<file path="src/rtl/bk_pulse_mon_pkg.sv">
// Shared definitions for the breakdown feedback pulse monitor and its pulse generator.
// State encoding and nominal pulse timing, in 25 MHz cycles.
package bk_pulse_mon_pkg;

    typedef enum logic [1:0] {
        ST_ARM  = 2'd0,
        ST_HIGH = 2'd1,
        ST_LOW  = 2'd2
    } bk_state_e;

    localparam int BK_PULSE_W     = 876;
    localparam int BK_PERIOD      = 500002;
    localparam int BK_HALF        = 250001;
    localparam int BK_SYNC_STAGES = 2;

endpackage

</file>
<file path="src/rtl/bk_pulse_ch_mon.sv">
// One feedback channel: synchroniser, optional glitch filter (BK_GLITCH_FILTER_EN),
// width/interval counters and the ARM/HIGH/LOW checker FSM.
module bk_pulse_ch_mon
    import bk_pulse_mon_pkg::*;
#(
`ifdef BK_GLITCH_FILTER_EN
    parameter int GLITCH_CYC = 4,
`endif
    parameter int CNT_W      = 19,
    parameter int WID_W      = 12,
    parameter int WIDTH_MIN  = 800,
    parameter int WIDTH_MAX  = 950,
    parameter int PERIOD_MIN = 200000,
    parameter int PERIOD_MAX = 510000
) (
    input  logic             i_clk_25m,
    input  logic             i_rst_n,
    input  logic             bk_pulse,
    input  logic             clr,
    output logic             width_err,
    output logic             period_err,
    output logic             timeout,
    output logic             pulse_ok,
    output logic [WID_W-1:0] width,
    output logic [CNT_W-1:0] period
);

    localparam int SYNC_N = BK_SYNC_STAGES;
    localparam logic [WID_W-1:0] W_ONE = WID_W'(1);
    localparam logic [WID_W-1:0] W_MIN = WID_W'(WIDTH_MIN);
    localparam logic [WID_W-1:0] W_MAX = WID_W'(WIDTH_MAX);
    localparam logic [WID_W-1:0] W_ERR = WID_W'(WIDTH_MAX + 1);
    localparam logic [CNT_W-1:0] P_ONE = CNT_W'(1);
    localparam logic [CNT_W-1:0] P_MIN = CNT_W'(PERIOD_MIN);
    localparam logic [CNT_W-1:0] P_TMO = CNT_W'(PERIOD_MAX + 1);

    logic [SYNC_N-1:0] sync_q;
    logic [SYNC_N-1:0] vld_pipe;
    logic              lvl, lvl_d, rise, fall;

    // vld_pipe marks when the sync chain holds real input samples; until then lvl_d
    // is pinned high so a pulse already in flight at reset release is not seen as a rise.
    always_ff @(posedge i_clk_25m or negedge i_rst_n) begin
        if (!i_rst_n) begin
            sync_q   <= '0;
            vld_pipe <= '0;
            lvl_d    <= 1'b1;
        end else begin
            sync_q   <= {sync_q[SYNC_N-2:0], bk_pulse};
            vld_pipe <= {vld_pipe[SYNC_N-2:0], 1'b1};
            lvl_d    <= vld_pipe[SYNC_N-1] ? lvl : 1'b1;
        end
    end

`ifdef BK_GLITCH_FILTER_EN
    localparam int GW = $clog2(GLITCH_CYC) + 1;
    logic [GW-1:0] stab_cnt;

    always_ff @(posedge i_clk_25m or negedge i_rst_n) begin
        if (!i_rst_n) begin
            lvl      <= 1'b1;
            stab_cnt <= '0;
        end else if (!vld_pipe[SYNC_N-1] || sync_q[SYNC_N-1] == lvl) begin
            stab_cnt <= '0;
        end else if (stab_cnt == GW'(GLITCH_CYC - 1)) begin
            lvl      <= sync_q[SYNC_N-1];
            stab_cnt <= '0;
        end else begin
            stab_cnt <= stab_cnt + 1'b1;
        end
    end
`else
    assign lvl = sync_q[SYNC_N-1];
`endif

    assign rise = lvl & ~lvl_d;
    assign fall = ~lvl & lvl_d;

    bk_state_e        st, st_n;
    logic [WID_W-1:0] wid, wid_n, wid_inc, width_n;
    logic [CNT_W-1:0] per, per_n, per_inc, period_n;
    logic             werr_n, perr_n, tmo_n, ok_n;
    logic             rise_legal, rise_legal_n, tmo_hit;

    assign wid_inc = (wid == '1) ? wid : wid + 1'b1;
    assign per_inc = (per == '1) ? per : per + 1'b1;
    assign tmo_hit = (per != P_TMO) && (per_inc == P_TMO);

    always_ff @(posedge i_clk_25m or negedge i_rst_n) begin
        if (!i_rst_n) begin
            st         <= ST_ARM;
            wid        <= '0;
            per        <= '0;
            width_err  <= 1'b0;
            period_err <= 1'b0;
            timeout    <= 1'b0;
            pulse_ok   <= 1'b0;
            width      <= '0;
            period     <= '0;
            rise_legal <= 1'b0;
        end else begin
            st         <= st_n;
            wid        <= wid_n;
            per        <= per_n;
            width_err  <= werr_n;
            period_err <= perr_n;
            timeout    <= tmo_n;
            pulse_ok   <= ok_n;
            width      <= width_n;
            period     <= period_n;
            rise_legal <= rise_legal_n;
        end
    end

    always_comb begin
        st_n         = st;
        wid_n        = wid;
        per_n        = per;
        werr_n       = width_err;
        perr_n       = period_err;
        tmo_n        = timeout;
        ok_n         = pulse_ok;
        width_n      = width;
        period_n     = period;
        rise_legal_n = rise_legal;
        if (clr) begin
            st_n         = ST_ARM;
            wid_n        = '0;
            per_n        = '0;
            werr_n       = 1'b0;
            perr_n       = 1'b0;
            tmo_n        = 1'b0;
            ok_n         = 1'b0;
            rise_legal_n = 1'b0;
        end else begin
            case (st)
                ST_ARM: begin
                    if (rise) begin
                        st_n         = ST_HIGH;
                        wid_n        = W_ONE;
                        per_n        = P_ONE;
                        rise_legal_n = 1'b0;
                    end else begin
                        per_n = per_inc;
                        if (tmo_hit) begin
                            tmo_n = 1'b1;
                            ok_n  = 1'b0;
                        end
                    end
                end
                ST_HIGH: begin
                    per_n = per_inc;
                    if (tmo_hit) begin
                        tmo_n = 1'b1;
                        ok_n  = 1'b0;
                    end
                    if (fall) begin
                        width_n = wid;
                        st_n    = ST_LOW;
                        if (wid < W_MIN || wid > W_MAX) begin
                            werr_n = 1'b1;
                            ok_n   = 1'b0;
                        end else if (rise_legal) begin
                            ok_n = 1'b1;
                        end
                    end else begin
                        wid_n = wid_inc;
                        // stuck high: flag as soon as the width is provably too long
                        if (wid != W_ERR && wid_inc == W_ERR) begin
                            werr_n = 1'b1;
                            ok_n   = 1'b0;
                        end
                    end
                end
                ST_LOW: begin
                    if (rise) begin
                        period_n = per;
                        st_n     = ST_HIGH;
                        wid_n    = W_ONE;
                        per_n    = P_ONE;
                        if (per < P_MIN) begin
                            perr_n       = 1'b1;
                            ok_n         = 1'b0;
                            rise_legal_n = 1'b0;
                        end else begin
                            rise_legal_n = 1'b1;
                        end
                    end else begin
                        per_n = per_inc;
                        if (tmo_hit) begin
                            tmo_n = 1'b1;
                            ok_n  = 1'b0;
                            st_n  = ST_ARM;
                        end
                    end
                end
                default: st_n = ST_ARM;
            endcase
        end
    end

endmodule

</file>
<file path="src/rtl/bk_pulse_mon.sv">
// Receive-side checker for the breakdown feedback pulses, one bk_pulse_ch_mon per channel.
// Build with BK_GLITCH_FILTER_EN to add the GLITCH_CYC stability filter on each input.
module bk_pulse_mon
    import bk_pulse_mon_pkg::*;
#(
`ifdef BK_GLITCH_FILTER_EN
    parameter int GLITCH_CYC = 4,
`endif
    parameter int NUM_CH     = 2,
    parameter int CNT_W      = 19,
    parameter int WID_W      = 12,
    parameter int WIDTH_MIN  = 800,
    parameter int WIDTH_MAX  = 950,
    parameter int PERIOD_MIN = 200000,
    parameter int PERIOD_MAX = 510000
) (
    input  logic                    i_clk_25m,
    input  logic                    i_rst_n,
    input  logic [NUM_CH-1:0]       i_bk_pulse,
    input  logic                    i_clr_fault,
    output logic [NUM_CH-1:0]       o_width_err,
    output logic [NUM_CH-1:0]       o_period_err,
    output logic [NUM_CH-1:0]       o_timeout,
    output logic [NUM_CH-1:0]       o_pulse_ok,
    output logic [NUM_CH*WID_W-1:0] o_width,
    output logic [NUM_CH*CNT_W-1:0] o_period
);

    logic [NUM_CH-1:0][WID_W-1:0] width_a;
    logic [NUM_CH-1:0][CNT_W-1:0] period_a;

    for (genvar c = 0; c < NUM_CH; c++) begin : g_ch
        bk_pulse_ch_mon #(
`ifdef BK_GLITCH_FILTER_EN
            .GLITCH_CYC (GLITCH_CYC),
`endif
            .CNT_W      (CNT_W),
            .WID_W      (WID_W),
            .WIDTH_MIN  (WIDTH_MIN),
            .WIDTH_MAX  (WIDTH_MAX),
            .PERIOD_MIN (PERIOD_MIN),
            .PERIOD_MAX (PERIOD_MAX)
        ) u_ch (
            .i_clk_25m  (i_clk_25m),
            .i_rst_n    (i_rst_n),
            .bk_pulse   (i_bk_pulse[c]),
            .clr        (i_clr_fault),
            .width_err  (o_width_err[c]),
            .period_err (o_period_err[c]),
            .timeout    (o_timeout[c]),
            .pulse_ok   (o_pulse_ok[c]),
            .width      (width_a[c]),
            .period     (period_a[c])
        );
    end

    // packed per-channel arrays flatten with ch0 in the LSBs
    assign o_width  = width_a;
    assign o_period = period_a;

endmodule
</file>
<file path="config.mk">
export PLATFORM = sky130hd
export DESIGN_NAME = bk_pulse_mon
export DESIGN_NICKNAME = d
export VERILOG_FILES = /design/src/rtl/bk_pulse_mon_pkg.sv /design/src/rtl/bk_pulse_ch_mon.sv /design/src/rtl/bk_pulse_mon.sv
export SDC_FILE = /design/constraint.sdc
export NUM_CORES = 1
export LEC_CHECK = 0
export ABC_AREA = 1
export CORE_ASPECT_RATIO = 1.25
export CORE_UTILIZATION = 40
export CTS_CLUSTER_DIAMETER = 200
export CTS_CLUSTER_SIZE = 40
export DETAILED_ROUTE_END_ITERATION = 8
export PLACE_DENSITY = 0.67
export SETUP_SLACK_MARGIN = 0.15
export SYNTH_ARGS = -nofsm -noshare
export SYNTH_HDL_FRONTEND = slang
export SYNTH_SLANG_ARGS = --single-unit
</file>
<file path="constraint.sdc">
create_clock -name i_clk_25m -period 2 [get_ports i_clk_25m]
set_input_delay 0.4 -clock i_clk_25m [delete_from_list [all_inputs] [get_ports i_clk_25m]]
set_output_delay 0.4 -clock i_clk_25m [all_outputs]
set_load 0.005 [all_outputs]
</file>
# Yosys cells after proc, flatten, opt, wreduce, memory -nomap -nowiden
# Index checks and enable logic that the tools add are counted.
[word_totals]
latch_bits = 0
word_cells = 213
memories = 0
ff_bits = 148
mem_bits_ro = 0
mem_bits_rw = 0
inputBits = 5
[op_classes]
add_sub_neg = 4
n_mux = 88
n_bitwise = 9
eq_ne = 36
n_shift = 0
n_lt_le_gt_ge = 6
multipliers = 0
reduce_logical = 44
div = 0
[ops]
columns = ["operator", "n"]
rows = [
  ["19-bit two-way mux", 6],
  ["12-bit two-way mux", 8],
  ["19-bit equality test (second input constant)", 4],
  ["19-bit case mux with 2 select lines", 2],
  ["1-bit two-way mux", 52],
  ["12-bit case mux with 2 select lines", 2],
  ["3-bit AND reduction", 16],
  ["19-bit by 1-bit adder with 19-bit output (second input constant)", 2],
  ["19-bit by 18-bit less-than comparator with 1-bit output (second input constant)", 2],
  ["19-bit != test (second input constant)", 2],
  ["12-bit by 1-bit adder with 12-bit output (second input constant)", 2],
  ["12-bit by 10-bit equality test with 1-bit output (second input constant)", 2],
  ["12-bit equality test (second input constant)", 2],
  ["12-bit by 10-bit greater-than comparator with 1-bit output (second input constant)", 2],
  ["12-bit by 10-bit less-than comparator with 1-bit output (second input constant)", 2],
  ["12-bit by 10-bit != test with 1-bit output (second input constant)", 2],
  ["3-bit != test (second input constant)", 8],
  ["2-bit two-way mux", 10],
  ["3-bit by 2-bit != test with 1-bit output (second input constant)", 6],
  ["3-bit nonzero test", 6],
  ["2-bit nonzero test", 8],
  ["2-bit case mux with 3 select lines", 2],
  ["4-bit by 2-bit != test with 1-bit output (second input constant)", 2],
  ["4-bit != test (second input constant)", 2],
  ["other kinds (13)", 35],
]

# Depth between registers and ports, before layout
[depth]
ltp_word = 10
ltp_mapped = 18
mapped_depth_nobuf = 18

# Modules after synthesis
# Synthesis repeated with hierarchy kept, for this count alone.
[hier_totals]
hier_cells = 1072
hier_area_um2 = 8224.1
[by_module_without_submodules]
columns = ["module", "instances", "cells_per_inst", "area_per_inst_um2"]
rows = [
  ["bk_pulse_ch_mon at g_ch[1].u_ch", 1, 538, 4127.7],
  ["bk_pulse_ch_mon at g_ch[0].u_ch", 1, 534, 4096.4],
]

# Worst setup path after synthesis
# No wires, ideal clock.
[synth_timing]
path_type = "reg2reg"
start = "register g_ch[0].u_ch.per[0]"
end = "register g_ch[0].u_ch.st[0]"
setup_slack_ns = -0.020
n_path_buf = 1
path_stages_with_launch = 18
arrival_ns = 1.903
path_cell_list = "dfrtp_1 ha_1 nand2_1 nor2_4 nand2_4 nor2_4 nand2_2 buf_6 nand2_2 inv_2 nor3_2 nand2_1 nor2_1 nand3_1 nand3_2 nand3_2 nand2_1 nand2_1"
[synth_between]
elab_chain_len = 6
[synth_lines]
columns = ["element", "line", "text"]
rows = [
  ["start, declared", "bk_pulse_ch_mon.sv:81", "logic [CNT_W-1:0] per, per_n, per_inc, period_n;"],
  ["start signal, assigned", "bk_pulse_ch_mon.sv:104", "per <= per_n;"],
  ["19-bit by 1-bit adder with 19-bit output or 19-bit equality test (tied branches)", "bk_pulse_ch_mon.sv:86", "assign per_inc = (per == '1) ? per : per + 1'b1;"],
  ["19-bit two-way mux", "bk_pulse_ch_mon.sv:86", ""],
  ["19-bit equality test", "bk_pulse_ch_mon.sv:87", "assign tmo_hit = (per != P_TMO) && (per_inc == P_TMO);"],
  ["1-bit logical AND *", "bk_pulse_ch_mon.sv:87", ""],
  ["4-bit by 2-bit != test with 1-bit output (no line) *", "n/a", ""],
  ["3-bit AND reduction (no line) *", "n/a", ""],
  ["end signal, assigned", "bk_pulse_ch_mon.sv:102", "st <= st_n;"],
  ["end, declared", "bk_pulse_ch_mon.sv:79", "bk_state_e st, st_n;"],
]
# Every way passes the cells marked *; elsewhere a longest branch is shown, timed or not.
# A chain may end at the register's enable or synchronous reset.

# Worst setup path in the final report
[layout_timing]
start = "register g_ch[1].u_ch.per[1]"
end = "register g_ch[1].u_ch.pulse_ok"
[layout_between]
elab_chain_len = 10
[layout_lines]
columns = ["element", "line", "text"]
rows = [
  ["start, declared", "bk_pulse_ch_mon.sv:81", ""],
  ["start signal, assigned", "bk_pulse_ch_mon.sv:104", ""],
  ["19-bit by 1-bit adder with 19-bit output or 19-bit equality test (tied branches)", "bk_pulse_ch_mon.sv:86", ""],
  ["19-bit two-way mux", "bk_pulse_ch_mon.sv:86", ""],
  ["19-bit equality test", "bk_pulse_ch_mon.sv:87", ""],
  ["1-bit logical AND", "bk_pulse_ch_mon.sv:87", ""],
  ["1-bit two-way mux", "bk_pulse_ch_mon.sv:153", "if (tmo_hit) begin"],
  ["1-bit two-way mux", "bk_pulse_ch_mon.sv:163", "end else if (rise_legal) begin"],
  ["1-bit two-way mux", "bk_pulse_ch_mon.sv:160", "if (wid < W_MIN || wid > W_MAX) begin"],
  ["1-bit two-way mux", "bk_pulse_ch_mon.sv:157", "if (fall) begin"],
  ["1-bit case mux with 3 select lines", "bk_pulse_ch_mon.sv:136", "case (st)"],
  ["1-bit two-way mux", "bk_pulse_ch_mon.sv:126", "if (clr) begin"],
  ["end signal, assigned", "bk_pulse_ch_mon.sv:108", "pulse_ok <= ok_n;"],
  ["end, declared", "bk_pulse_ch_mon.sv:23", "output logic pulse_ok,"],
]
# Several ways; a longest one is shown, not always the timed one. The select of a mux whose other input is x is not followed.

==> metrics <==
status finished with violations; failing checks negative setup slack; final routed DRC violation total 0; CTS Buf Count 17; Fillers 1,805; Worst-Skew Late Latency 420 ps; CP Launch Point g_ch[1].u_ch.per[1]; Hold/Removal Path Class register to register; crit start category register; hold path depth 0; final period utilization 106.7%; Slew Viols, Final 0; first-pass GRT wire length 39,850 um; Total GRT Usage 24.15%; R2R Setup Slk -130 ps; crit path DAT 2450 ps; Total Wirelength 24,160 um; number of global-route vias before repair 8,244; Top Ports 75; diodes inserted 0; Pre-antenna DRT Iters 5; htree depth 4; Tmin final 2133 ps; Congestion Overflow GR 0; f_max 468.8 MHz; Setup-failing EPs final 9; HPWL Detailed 17,120 um; Pwr per Cell Area 899.6 nW/um2; Root Driver clkbuf_16; WL/cell 14.73 um; Seq/Total Area, Yosys 44.77%; Yosys reg bits 146; final hold vios 0; Sink Count 146; leakage power 5.527 nW; layout cells sized above 1 28.25%; Crit Reg-Reg Endpoint g_ch[1].u_ch.pulse_ok; top post-synthesis cells by area dfrtp_1, nand2_1, o21ai_0; post-synth top area share 44.12%; Syn-to-layout area delta 45.82%; die area 21,000 um2; Yosys top cell by area dfrtp_1; area post-placement 10,590 um2; Die W 129.8 um; Yosys cell types 44; antenna-violating nets left 0; Vias 8,319; Critical Path RT 2310 ps; core area 20,100 um2; FF-to-FF path depth 15; setup ws final -133.3 ps; DRT iter0 DRCs 541; peak supply drop 0.0006290 V; Gate Count Post-Synth 1,079; design area 11,910 um2; via density per instance 5.073; fin nets 1,381; Tot Pwr 10.71 mW; clock tree buffer depth 2; antenna violations before repair 0; Avg Inst Size Synth 7.569 um2; worst flop-to-flop path startpoint g_ch[1].u_ch.per[1]; Worst setup EP type register; clk slew on worst S/H paths 60 ps; crit path max fanout 7; FP Rows 58; Final TNS setup -612.8 ps; Netlist Area Pre-Place 8167 um2; Initial Utilization 40.63%; Clock Skews 11.22 ps; number of buffers added on ports 74; RSZ-0062 raised after global routing yes; CP endpoint g_ch[1].u_ch.pulse_ok; gpl congestion 0.9477; CTS tree built; Syn Nets 1,102; pin count of the biggest net entering global routing 45; max cap viols 0; Crit Path Category register to register; die height 161.8 um; yosys warns 0
[what timing repair did]
| item | in CTS | in global routing |
|---|---|---|
| hold buffers | 1 | 0 |
| endpoints found under the setup margin | 12 | 72 |
| gates resized for setup | 76 | 66 |
| buffers inserted | 24 | 9 |
| pin swaps | 43 | 25 |
| hold endpoints to repair | 39 | 0 |
| gates cloned | 1 | 0 |
[layout by cell type, fill, tap and decap left out, types with 7 or more instances in the layout]
| cell | netlist | routed |
|---|---|---|
| nand2_2 | 6 | 20 |
| nand3_1 | 79 | 67 |
| dfrtp_1 | 144 | 138 |
| o22ai_1 | 42 | 39 |
| nand3_2 | 4 | 11 |
| nor2_1 | 116 | 83 |
| nor3_1 | 13 | 10 |
| buf_4 | 8 | 202 |
| inv_1 | 133 | 127 |
| nor2_4 | 7 | 18 |
| inv_2 | 9 | 13 |
| o21ai_1 | 6 | 11 |
| o21ai_0 | 110 | 98 |
| buf_6 | 1 | 7 |
| nor2_2 | 8 | 30 |
| xor2_1 | 23 | 22 |
| nand2_4 | 1 | 9 |
| nand4_1 | 21 | 21 |
| clkbuf_16 | 0 | 17 |
| a21oi_1 | 10 | 9 |
| nand2_1 | 263 | 242 |
| clkdlybuf4s50_1 | 0 | 73 |
| ha_1 | 18 | 13 |
[registers in the layout (all words and copies together), names as in the netlist]
signal	flops
g_ch.u_ch.lvl_d	2
g_ch.u_ch.per	38
g_ch.u_ch.period	38
g_ch.u_ch.period_err	2
g_ch.u_ch.pulse_ok	2
g_ch.u_ch.rise_legal	2
g_ch.u_ch.st	4
g_ch.u_ch.sync_q	4
g_ch.u_ch.timeout	2
g_ch.u_ch.vld_pipe	2
g_ch.u_ch.wid	24
g_ch.u_ch.width	24
g_ch.u_ch.width_err	2
[worst min-delay path by stage]
stage | to | startpoint
2_1_floorplan | g_ch[0].u_ch.per[0] | i_rst_n
4_1_cts | g_ch[0].u_ch.vld_pipe[1] | g_ch[1].u_ch.vld_pipe[0]
3_3_place_gp | g_ch[0].u_ch.vld_pipe[1] | g_ch[1].u_ch.vld_pipe[0]
6_report | g_ch[0].u_ch.vld_pipe[1] | g_ch[1].u_ch.vld_pipe[0]
5_1_grt | g_ch[0].u_ch.vld_pipe[1] | g_ch[1].u_ch.vld_pipe[0]
3_5_place_dp | g_ch[0].u_ch.vld_pipe[1] | g_ch[1].u_ch.vld_pipe[0]
[area by class of cell]
cell class,count,area [um2],area share (%)
multi-input combinational,760,4320,36.28
sequential,146,3664,30.76
timing repair buffer,290,2471,20.75
inverter,143,543.0,4.560
clock buffer,23,467.9,3.929
tap,270,337.8,2.837
clock inverter,8,105.1,0.8825
[cells by family (layout without fill, tap and decap cells)]
kind of cell	after synthesis	count (layout)	synth area share (%)
compound gates	187	187	12.82
buf+inv	174	464	8.472
flops	146	146	44.77
xor+xnor	24	24	2.574
simple gates	529	530	28.56
fa+ha+maj	18	18	2.758
other cells	1	1	0.04592
[synth_stat cells, drive strengths merged]
master	count
ha	18
nand2	270
o22ai	43
o211ai	2
a22o	3
o2bb2ai	1
a21boi	2
conb	1
nor2	131
xor2	23
clkbuf	21
nand4	22
xnor2	1
and2	1
and3	1
a22oi	1
inv	142
a31oi	4
o41ai	1
nand3	84
buf	10
a21oi	10
nor3	15
dfrtp	144
o21a	1
o31ai	3
nand3b	5
clkinv	1
dfstp	2
o21ai	116
[layer usage]
metal  vias to the layer above  routed length [um]  GRT usage (%)  share of wire, %
li1                       4079                   -              -                 -
met1                      3936               10350          29.40                43
met2                       246               12240          41.76                51
met3                        58                 923          3.887               3.8
met4                         0                 639          10.47               2.6
met5                         -                   0              0                 0
[where the power goes]
| part | internal (mW) | switching, mW | total [mW] |
|---|---|---|---|
| Sequential | 3.48 | 0.355 | 3.83 |
| Clock | 1.90 | 1.25 | 3.15 |
| Combinational | 1.91 | 1.82 | 3.73 |
| Total | 7.28 | 3.43 | 10.7 |
[through the flow]
stage / std cells / hold slack (ps) / setup WS [ps] / utilization (%)
6_report: 1640 / 345.2 / -133.3 / 59.24
5_1_grt: 1640 / 356.5 / -271.5 / 59.24
4_1_cts: 1631 / 348.8 / -48.61 / 57.89
3_5_place_dp: 1574 / 335.6 / -192.9 / 52.68
3_3_place_gp: 1574 / 333.3 / -165.2 / 52.68
2_1_floorplan: 1079 / 104.4 / 12.42 / -
[worst max-delay path, stage by stage, from the launching register on]
cell,delay [ps]
dfrtp_2,420
ha_4,180
nand3_4,120
nor2_4,60
nand3_4,100
clkinvlp_4,220
nor2_4,150
nand3b_1,120
nor2_2,150
nand3_2,140
nand3_1,110
nand2_1,50
nand2_1,50
nand2_1,50
nand2_1,50
nand2_1,40
No activity file was read; power rests on OpenSTA's default activity.
